$ cat src/rtl/shift_loop_ctrl.sv
// shift_loop_ctrl: drives a parallel word LSB-first into an external N-stage
// serial shift register and captures the word coming back out N cycles
// later. The result is presented with a flag that says whether the returned
// word differs from the word sent, so the register can be used as a
// self-checking delay line or loopback path.
//
// Handshakes: a transfer on either side happens on a rising clk edge where
// valid and ready are both high. The producer holds in_valid/in_data until
// in_ready. out_valid/out_data/mismatch stay stable until out_ready is seen.
module shift_loop_ctrl #(
  parameter int N = 4,
  parameter int W = 8
) (
  input  logic         clk,
  input  logic         rst,
  input  logic         in_valid,
  input  logic [W-1:0] in_data,
  output logic         in_ready,
  output logic         sr_si,
  input  logic         sr_so,
  output logic         out_valid,
  output logic [W-1:0] out_data,
  output logic         mismatch,
  input  logic         out_ready,
  output logic         busy
);

  // Counter covers 0 .. W+N-1, so W, N and W+N-1 all fit in CW bits.
  localparam int CW = $clog2(W + N);
  localparam logic [CW-1:0] W_C    = CW'(W);
  localparam logic [CW-1:0] N_C    = CW'(N);
  localparam logic [CW-1:0] LAST_C = CW'(W + N - 1);
  localparam logic [CW-1:0] ONE_C  = CW'(1);

  typedef enum logic [1:0] {
    S_IDLE = 2'd0,
    S_RUN  = 2'd1,
    S_HOLD = 2'd2
  } state_t;

  state_t         state_q;
  logic [CW-1:0]  cnt_q;
  logic [W-1:0]   tx_word_q;
  logic [W-1:0]   tx_sh_q;
  logic [W-1:0]   rx_sh_q;
  logic [W-1:0]   rx_sh_d;
  logic           in_ready_q;
  logic           out_valid_q;
  logic [W-1:0]   out_data_q;
  logic           mismatch_q;
  logic           busy_q;

  // Next receive shift value: returning bit enters at the MSB so that after
  // W captures the first bit sent sits at bit 0.
  always_comb begin
    rx_sh_d        = rx_sh_q >> 1;
    rx_sh_d[W-1]   = sr_so;
  end

  // Serial drive depends only on registered state, so it cannot glitch on
  // input changes; zeros follow the word to flush the external register.
  assign sr_si = (state_q == S_RUN) && (cnt_q < W_C) ? tx_sh_q[0] : 1'b0;

  // Sequencer: IDLE accepts, RUN drives/captures for W+N cycles, HOLD
  // presents the result until the consumer takes it.
  always_ff @(posedge clk or posedge rst) begin
    if (rst) begin
      state_q     <= S_IDLE;
      cnt_q       <= '0;
      tx_word_q   <= '0;
      tx_sh_q     <= '0;
      rx_sh_q     <= '0;
      in_ready_q  <= 1'b1;
      out_valid_q <= 1'b0;
      out_data_q  <= '0;
      mismatch_q  <= 1'b0;
      busy_q      <= 1'b0;
    end else begin
      case (state_q)
        S_IDLE: begin
          if (in_valid) begin
            tx_word_q  <= in_data;
            tx_sh_q    <= in_data;
            cnt_q      <= '0;
            state_q    <= S_RUN;
            in_ready_q <= 1'b0;
            busy_q     <= 1'b1;
          end
        end

        S_RUN: begin
          if (cnt_q < W_C) begin
            tx_sh_q <= tx_sh_q >> 1;
          end
          if (cnt_q >= N_C) begin
            rx_sh_q <= rx_sh_d;
          end
          if (cnt_q == LAST_C) begin
            // Final capture happens on this same edge, so the result is
            // taken from the next-value path rather than rx_sh_q.
            state_q     <= S_HOLD;
            cnt_q       <= '0;
            out_valid_q <= 1'b1;
            out_data_q  <= rx_sh_d;
            mismatch_q  <= (rx_sh_d != tx_word_q);
          end else begin
            cnt_q <= cnt_q + ONE_C;
          end
        end

        S_HOLD: begin
          if (out_ready) begin
            state_q     <= S_IDLE;
            in_ready_q  <= 1'b1;
            out_valid_q <= 1'b0;
            out_data_q  <= '0;
            mismatch_q  <= 1'b0;
            busy_q      <= 1'b0;
          end
        end

        default: begin
          state_q     <= S_IDLE;
          cnt_q       <= '0;
          in_ready_q  <= 1'b1;
          out_valid_q <= 1'b0;
          out_data_q  <= '0;
          mismatch_q  <= 1'b0;
          busy_q      <= 1'b0;
        end
      endcase
    end
  end

  assign in_ready  = in_ready_q;
  assign out_valid = out_valid_q;
  assign out_data  = out_data_q;
  assign mismatch  = mismatch_q;
  assign busy      = busy_q;

endmodule

$ cat config.mk
export PLATFORM = sky130hd
export DESIGN_NAME = shift_loop_ctrl
export DESIGN_NICKNAME = d
export VERILOG_FILES = /design/src/rtl/shift_loop_ctrl.sv
export SDC_FILE = /design/constraint.sdc
export NUM_CORES = 1
export LEC_CHECK = 0
export BUFFER_PORTS_ARGS = -buffer_cell sky130_fd_sc_hd__buf_2
export CAP_MARGIN = 5
export CORE_MARGIN = 2
export CORE_UTILIZATION = 32
export CTS_CLUSTER_DIAMETER = 80
export DETAILED_ROUTE_END_ITERATION = 16
export PLACE_DENSITY = 0.5
export RECOVER_POWER = 100
export SLEW_MARGIN = 5
export SYNTH_ARGS = -nofsm -noshare
export SYNTH_HDL_FRONTEND = slang
export SYNTH_SLANG_ARGS = --single-unit
$ cat constraint.sdc
create_clock -name clk -period 1.73 [get_ports clk]
set_input_delay 0.173 -clock clk [delete_from_list [all_inputs] [get_ports clk]]
set_output_delay 0.173 -clock clk [all_outputs]
set_load 0.005 [all_outputs]
==> flow_metrics.env, run 1 <==
export IMPL_synth_seq_area_share_pct=55.4
export IMPL_syn_avg_cell_area_um2=12.7
export IMPL_clock_sinks=41
export IMPL_r2r_setup_slack_ps=140
export IMPL_grt_pass1_vias=1196
export IMPL_synth_fp_nets=160
export IMPL_synthArstFlopShare_pct=100
export IMPL_clk_pin_slew_worst_paths_ps=80
export IMPL_arrival_ps=1470
export IMPL_hold_class="input pin to register"
export IMPL_syn_area_um2=1850
export IMPL_setup_viol=0
export IMPL_synth_area_leaders="dfrtp_1 54%, mux2_2 9.1%, a22o_1 4.7%, mux2i_1 3.8%, xnor2_1 3.8%"
export IMPL_h_tree_depth=2
export IMPL_ys_top_cells_by_count="40 x dfrtp_1, 15 x mux2_2, 12 x nand2_1"
export IMPL_ir_worst_vdd_mv=0.662
export IMPL_drv_slew=0
export IMPL_die_area_um2=6420
export IMPL_antenna_found_initial=0
export IMPL_cts_made_buffers=5
export IMPL_wire_per_inst_um=13.9
export IMPL_dr_pass1_iters=4
export IMPL_slew_headroom_pct=33.0
export IMPL_synth_top_area_share_pct=54.0
export IMPL_grt_first_pass_wirelength_um=5870
export IMPL_worst_pin_slew_ps=1010
export IMPL_cts_max_path_buffers=2
export IMPL_insertion_delay_ps=290
export IMPL_synth_cell_type_count=35
export IMPL_min_to="tx_sh_q[7]$_DFFE_PP0P_"
export IMPL_synth_most_common_cell="dfrtp_1"
export IMPL_period_share_pct=95.1
export IMPL_hold_viol=0
export IMPL_cap_violations=0
export IMPL_ys_ff_latch=41
export IMPL_cp_end_kind="primary output"
export IMPL_postPlaceCellArea_um2=2030
export IMPL_min_path_cells=2
export IMPL_grt_remaining_overflow=0
export IMPL_leakage_nw=0.933
export IMPL_grt_max_degree=42
export IMPL_vias=1190
export IMPL_area_delta_synth_final_pct=13.0
export IMPL_finalPower_w=0.00386
export IMPL_cts_tree="done"
export IMPL_cp_required_ps=1560
export IMPL_drive_above_1_share_pct=30.1
export IMPL_r2r_end="rx_sh_q[3]$_DFFE_PP0P_"
export IMPL_drt_total_wl_um=3440
export IMPL_grt_usage_pct=12.0
export IMPL_status="finished, final reports clean"
export IMPL_reg2regPathDepth=3
export IMPL_std_cell_rows=27
export IMPL_reg2reg_from="state_q[0]$_DFFE_PP0P_"
export IMPL_yosys_area_top_type="dfrtp_1"
export IMPL_fin_setup_tns_ps=0
export IMPL_globalplace_congestion=0.785
export IMPL_diodes=0
export IMPL_synth_edf_count=0
export IMPL_synth_main_ff_cell="dfrtp_1"
export IMPL_die_w_um=80.1
export IMPL_p_per_area_nw_per_um2=1840
export IMPL_start_util_pct=33.4
export IMPL_place_hpwl_um=2560
export IMPL_ctsHoldBuffers=0
export IMPL_drc=0
export IMPL_drt_initial_drc_count=50
export IMPL_fin_area_um2=2090
export IMPL_rsz0062_at_grt="no"
export IMPL_fp_dieH_um=80.1
export IMPL_cp_max_fo=7
export IMPL_root_buffer="clkbuf_8"
export IMPL_min_from="in_data[7]"
export IMPL_fin_nets=189
export IMPL_path_class="register to primary output"
export IMPL_postCtsSetupBuffers=0
export IMPL_fillers=573
export IMPL_start_kind="register"
export IMPL_ctsResizeCount=0
export IMPL_synthCells=146
export IMPL_ios=26
export IMPL_period_needed_ps=1650
export IMPL_drt_vias_per_instance=4.80
export IMPL_fin_skew_ps=4.76
export IMPL_detail_route_antenna_nets=0
export IMPL_max_freq_mhz=608
export IMPL_port_buffers=25
export IMPL_synth_warnings=0
export IMPL_core_area_um2=5540
==> metrics by stage <==
| step | util, % | setup slack, ps | cells | hold WS [ps] |
|---|---|---|---|---|
| 2_1_floorplan | - | 256 | 146 | 306 |
| 3_3_place_gp | 36.6 | 282 | 240 | 323 |
| 3_5_place_dp | 36.6 | 255 | 240 | 329 |
| 4_1_cts | 38.1 | 66.0 | 248 | 6.95 |
| 5_1_grt | 37.8 | 2.52 | 248 | 134 |
| 6_report | 37.8 | 84.5 | 248 | 137 |
==> cell families (layout without fill, tap and decap cells) <==
group	after synthesis	in the layout	share of synthesized area, %
DFF	41	41	55.4
AOI/OAI and AO/OA	32	32	12.3
and+or+nand+nor	31	31	10.3
muxes	22	22	12.9
buffers and inverters	11	41	4.66
xor gates and xnor gates	8	8	3.78
adders and majority gates	1	1	0.675
==> placed cells by master, fill, tap and decap left out, types with 2 or more instances in the layout <==
cell type  count
clkinv_2       2
mux2i_1        7
nand2_1       12
clkbuf_1       6
buf_2         19
inv_1          4
a21oi_1        2
a22o_1        10
buf_4          2
nor2_1         4
dfrtp_1       40
nor2b_1        2
nor2_2         2
clkbuf_8       5
xnor2_1        8
mux2_2        15
nand4_1        3
clkbuf_2       2
o21ai_0       11
==> state kept, by name (all words and copies together) (netlist names) <==
signal     count
in_ready       1
tx_word_q      8
state_q        2
mismatch       1
cnt_q          4
rx_sh_q        7
out_valid      1
tx_sh_q        8
out_data       8
busy           1
==> critical path: stages (launching register included) <==
cell and delay (ps):
dfrtp_1 460, buf_4 200, nor3b_4 250, and2_1 160
buf_2 110
==> worst max path at each step <==
stage,cells after the start,from,endpoint,slack (ps)
finish,4,state_q[1]$_DFFE_PP0P_,sr_si,80
global route,4,state_q[1]$_DFFE_PP0P_,sr_si,3
CTS,4,state_q[1]$_DFFE_PP0P_,sr_si,70
detailed placement,3,state_q[0]$_DFFE_PP0P_,rx_sh_q[3]$_DFFE_PP0P_,250
global placement,4,cnt_q[0]$_DFFE_PP0P_,out_data[1]$_DFFE_PP0P_,280
floorplan,6,cnt_q[0]$_DFFE_PP0P_,state_q[1]$_DFFE_PP0P_,260
==> layer usage <==
| metal | part of all wire (%) | vias up | GRT usage [%] |
|---|---|---|---|
| met4 | 0.55 | 0 | 3.90 |
| met2 | 46 | 22 | 18.3 |
| met1 | 49 | 594 | 16.4 |
| met5 | 0 | - | 0 |
| li1 | - | 572 | - |
| met3 | 4.5 | 2 | 3.60 |
==> area by class of cell <==
class | count | area [um^2] | share of cell area (%)
clock inverters | 3 | 17.5 | 0.836
well taps | 72 | 90.1 | 4.30
clock buffers | 5 | 68.8 | 3.29
inverters | 4 | 15.0 | 0.717
multi-input cells | 94 | 733 | 35.0
repair buffers | 29 | 143 | 6.81
flip-flops and latches | 41 | 1030 | 49.0
==> report_power, final <==
group	total [W]	internal (W)	switching [W]
logic	0.00149	0.000829	0.000665
clock network	0.000595	0.000278	0.000317
registers	0.00177	0.00140	0.000374
total	0.00386	0.00250	0.00136
(Power assumes the default switching activity.)
==> run 2: changes to the inputs <==
==> constraint.sdc (replaced) <==
create_clock -name clk -period 1.73 [get_ports clk]
set_input_delay 0 -clock clk [delete_from_list [all_inputs] [get_ports clk]]
set_output_delay 0 -clock clk [all_outputs]
set_load 0.005 [all_outputs]
==> flow_metrics.env, run 2 (same netlist as run 1, synthesis figures left out) <==
export IMPL_path_class="register to register"
export IMPL_drv_slew=0
export IMPL_fin_area_um2=2200
export IMPL_port_buffers=25
export IMPL_wire_per_inst_um=14.1
export IMPL_start_kind="register"
export IMPL_max_freq_mhz=628
export IMPL_cts_max_path_buffers=2
export IMPL_grt_first_pass_wirelength_um=6070
export IMPL_vias=1228
export IMPL_diodes=0
export IMPL_p_per_area_nw_per_um2=1790
export IMPL_grt_pass1_vias=1222
export IMPL_rsz0062_at_grt="no"
export IMPL_die_w_um=80.1
export IMPL_root_buffer="clkbuf_8"
export IMPL_finalPower_w=0.00392
export IMPL_place_hpwl_um=2620
export IMPL_detail_route_antenna_nets=0
export IMPL_postCtsSetupBuffers=0
export IMPL_std_cell_rows=27
export IMPL_cp_max_fo=11
export IMPL_drive_above_1_share_pct=28.5
export IMPL_antenna_found_initial=0
export IMPL_drt_total_wl_um=3630
export IMPL_reg2regPathDepth=3
export IMPL_grt_remaining_overflow=0
export IMPL_reg2reg_from="state_q[1]$_DFFE_PP0P_"
export IMPL_dr_pass1_iters=4
export IMPL_fp_dieH_um=80.1
export IMPL_cts_tree="done"
export IMPL_leakage_nw=0.981
export IMPL_cts_made_buffers=5
export IMPL_postPlaceCellArea_um2=2030
export IMPL_area_delta_synth_final_pct=18.6
export IMPL_crit_path_end="rx_sh_q[2]$_DFFE_PP0P_"
export IMPL_slew_headroom_pct=33.0
export IMPL_drt_initial_drc_count=47
export IMPL_ctsResizeCount=0
export IMPL_dp_cells=241
export IMPL_finalNonFillerCells=258
export IMPL_min_path_cells=4
export IMPL_drc=0
export IMPL_clock_sinks=41
export IMPL_final_cell_mix="40 x dfrtp_1, 20 x buf_2, 15 x mux2_2, 12 x nand2_1"
export IMPL_r2r_setup_slack_ps=140
export IMPL_drt_vias_per_instance=4.76
export IMPL_clk_pin_slew_worst_paths_ps=70
export IMPL_cap_violations=0
export IMPL_period_share_pct=92.1
export IMPL_final_common_cell="dfrtp_1"
export IMPL_hold_viol=0
export IMPL_fin_setup_tns_ps=0
export IMPL_arrival_ps=1760
export IMPL_worst_pin_slew_ps=1000
export IMPL_r2r_end="rx_sh_q[2]$_DFFE_PP0P_"
export IMPL_setup_viol=0
export IMPL_grt_max_degree=42
export IMPL_cp_end_kind="register"
export IMPL_globalplace_congestion=0.772
export IMPL_ctsHoldBuffers=10
export IMPL_ios=26
export IMPL_fin_nets=200
export IMPL_insertion_delay_ps=280
export IMPL_grt_usage_pct=12.5
export IMPL_hold_class="input pin to register"
export IMPL_cp_required_ps=1900
export IMPL_crit_start="state_q[1]$_DFFE_PP0P_"
export IMPL_core_area_um2=5540
export IMPL_h_tree_depth=2
export IMPL_ir_worst_vdd_mv=0.536
export IMPL_start_util_pct=33.4
export IMPL_fin_skew_ps=7.35
export IMPL_status="finished, final reports clean"
export IMPL_period_needed_ps=1590
export IMPL_die_area_um2=6420
-- run 2: cell type report --
cell class	instances	area, um^2
Clock buffer	7	86.3
Inverter	4	15.0
Fill cell	567	3340
Multi-Input combinational cell	94	728
Sequential cell	41	1030
Tap cell	72	90.1
Timing Repair Buffer	40	251
-- run 2: where the power goes --
group / internal (W) / switching [W] / total, W
logic: 0.000856 / 0.000682 / 0.00154
clock network: 0.000317 / 0.000304 / 0.000620
registers: 0.00140 / 0.000368 / 0.00177
-- run 2: per-stage QoR --
stage | utilization [%] | setup WS, ps | hold slack, ps
floorplan | - | 256 | 133
global placement | 36.7 | 291 | 150
detailed placement | 36.7 | 250 | 162
CTS | 40.1 | 164 | 60.5
global route | 39.7 | 53.8 | 90.1
finish | 39.7 | 137 | 79.0
-- run 2: how the worst min path moves through the flow --
stage / startpoint / endpoint
3_5_place_dp: rst / out_data[3]$_DFFE_PP0P_
2_1_floorplan: sr_so / out_data[7]$_DFFE_PP0P_
5_1_grt: out_ready / in_ready$_DFFE_PP1P_
6_report: out_ready / out_valid$_DFFE_PP0P_
4_1_cts: out_ready / out_valid$_DFFE_PP0P_
3_3_place_gp: rst / out_data[3]$_DFFE_PP0P_
-- run 2: worst max-delay path, cell delays in order, from the launching register on --
cell and delay, ps:
dfrtp_1 460, nand2b_2 370, nor2_4 280, mux2_2 360
-- run 2: layer usage --
layer	share of wire, %	GRT usage (%)	vias up
li1	-	-	590
met1	49	17.4	600
met2	46	18.9	33
met3	4.4	3.37	5
met4	0.85	4.07	0
met5	0	0	-
==> run 3: changes to the inputs <==
REMOVE_ABC_BUFFERS = 1   (was not set)
==> flow_metrics.env, run 3 (same netlist as run 1, synthesis figures left out) <==
export IMPL_die_area_um2=6420
export IMPL_period_share_pct=89.5
export IMPL_port_buffers=25
export IMPL_cp_max_fo=11
export IMPL_utilization_pct=39.6
export IMPL_ctsResizeCount=0
export IMPL_globalplace_congestion=0.755
export IMPL_diodes=0
export IMPL_period_needed_ps=1550
export IMPL_min_from="out_ready"
export IMPL_cts_max_path_buffers=2
export IMPL_drt_vias_per_instance=4.72
export IMPL_cts_tree="done"
export IMPL_ios=26
export IMPL_drive_above_1_share_pct=28.1
export IMPL_final_cell_mix="40 x dfrtp_1, 22 x buf_2, 15 x mux2_2, 12 x nand2_1, 11 x o21ai_0"
export IMPL_hold_viol=0
export IMPL_grt_max_degree=42
export IMPL_antenna_found_initial=0
export IMPL_slew_headroom_pct=32.5
export IMPL_grt_pass1_vias=1240
export IMPL_setup_viol=0
export IMPL_dr_pass1_iters=4
export IMPL_min_path_cells=4
export IMPL_wire_per_inst_um=14.0
export IMPL_place_hpwl_um=2570
export IMPL_r2r_end="rx_sh_q[6]$_DFFE_PP0P_"
export IMPL_fin_nets=198
export IMPL_reg2regPathDepth=3
export IMPL_postCtsSetupBuffers=0
export IMPL_cts_made_buffers=5
export IMPL_leakage_nw=0.981
export IMPL_fin_setup_tns_ps=0
export IMPL_cp_end_kind="register"
export IMPL_area_delta_synth_final_pct=18.4
export IMPL_clock_sinks=41
export IMPL_wl_met2_um=1630
export IMPL_cap_violations=0
export IMPL_grt_remaining_overflow=0
export IMPL_detail_route_antenna_nets=0
export IMPL_p_per_area_nw_per_um2=1820
export IMPL_vias=1213
export IMPL_hold_class="input pin to register"
export IMPL_insertion_delay_ps=300
export IMPL_highest_layer="met4"
export IMPL_std_cell_rows=27
export IMPL_drc=0
export IMPL_arrival_ps=1730
export IMPL_r2r_setup_slack_ps=180
export IMPL_start_util_pct=33.4
export IMPL_ir_worst_vdd_mv=0.692
export IMPL_die_w_um=80.1
export IMPL_h_tree_depth=2
export IMPL_min_to="out_valid$_DFFE_PP0P_"
export IMPL_met3WireLength_um=113
export IMPL_fp_dieH_um=80.1
export IMPL_finalPower_w=0.00399
export IMPL_hold_ws_ps=58.0
export IMPL_rsz0062_at_grt="no"
export IMPL_max_freq_mhz=646
export IMPL_cp_required_ps=1910
export IMPL_worst_pin_slew_ps=1010
export IMPL_grt_first_pass_wirelength_um=6060
export IMPL_core_area_um2=5540
export IMPL_grt_usage_pct=12.6
export IMPL_start_kind="register"
export IMPL_fin_skew_ps=11.2
export IMPL_status="finished, final reports clean"
export IMPL_root_buffer="clkbuf_8"
export IMPL_final_common_cell="dfrtp_1"
export IMPL_drt_met1_wl_um=1770
export IMPL_clk_pin_slew_worst_paths_ps=80
export IMPL_drv_slew=0
export IMPL_drt_total_wl_um=3590
export IMPL_reg2reg_from="state_q[0]$_DFFE_PP0P_"
export IMPL_fillers=548
export IMPL_drt_initial_drc_count=78
export IMPL_path_class="register to register"
[run 3: cell count changes in the layout (fill, tap and decap cells not counted), sizes merged]
cell | previous run | this run
clkinv | 0 | 1
bufinv | 0 | 1
clkbuf | 14 | 11
[run 3: how the worst max path moves through the flow]
stage	startpoint	slack [ps]	end
global placement	state_q[0]$_DFFE_PP0P_	270	tx_sh_q[0]$_DFFE_PP0P_
CTS	state_q[0]$_DFFE_PP0P_	210	tx_sh_q[4]$_DFFE_PP0P_
global route	state_q[0]$_DFFE_PP0P_	60	tx_sh_q[2]$_DFFE_PP0P_
finish	state_q[0]$_DFFE_PP0P_	180	rx_sh_q[6]$_DFFE_PP0P_
detailed placement	state_q[0]$_DFFE_PP0P_	200	tx_sh_q[4]$_DFFE_PP0P_
floorplan	state_q[1]$_DFFE_PP0P_	150	tx_sh_q[7]$_DFFE_PP0P_
[run 3: layout make-up]
class / instances / area, um^2 / area share [%]
clock buffer: 6 / 72.6 / 3.31
multi-input combinational: 94 / 716 / 32.6
clock inverter: 2 / 35.0 / 1.60
tap: 72 / 90.1 / 4.11
sequential: 41 / 1030 / 46.8
inverter: 4 / 15.0 / 0.685
timing repair buffer: 38 / 238 / 10.8
[run 3: metrics by stage]
step	cells	setup slack [ps]	area, um^2
floorplan	139	150	1780
global placement	239	266	2020
detailed placement	239	200	2020
CTS	257	208	2230
global route	257	59.5	2190
finish	257	181	2190
[run 3: report_power, final]
group	leakage, nW	internal (W)	switching, W	total, W
Combinational	0.426	0.000807	0.000661	0.00147
Clock	0.0552	0.000428	0.000331	0.000759
Sequential	0.500	0.00140	0.000366	0.00176
[run 3: repair_timing]
item,4_1_cts,5_1_grt
hold buffers,10,0
endpoints found under the setup margin,0,0
hold endpoints to repair,51,0
[run 3: critical path: stages (launching register included)]
cell and delay [ps]:
dfrtp_1 520, nand2b_4 180, nor2_2 350, mux2_2 390
[run 3: per-layer routing]
layer	global-route usage, %	vias up
met4	5.59	0
met3	3.03	7
met2	18.7	22
li1	-	589
met5	0	-
met1	17.4	595
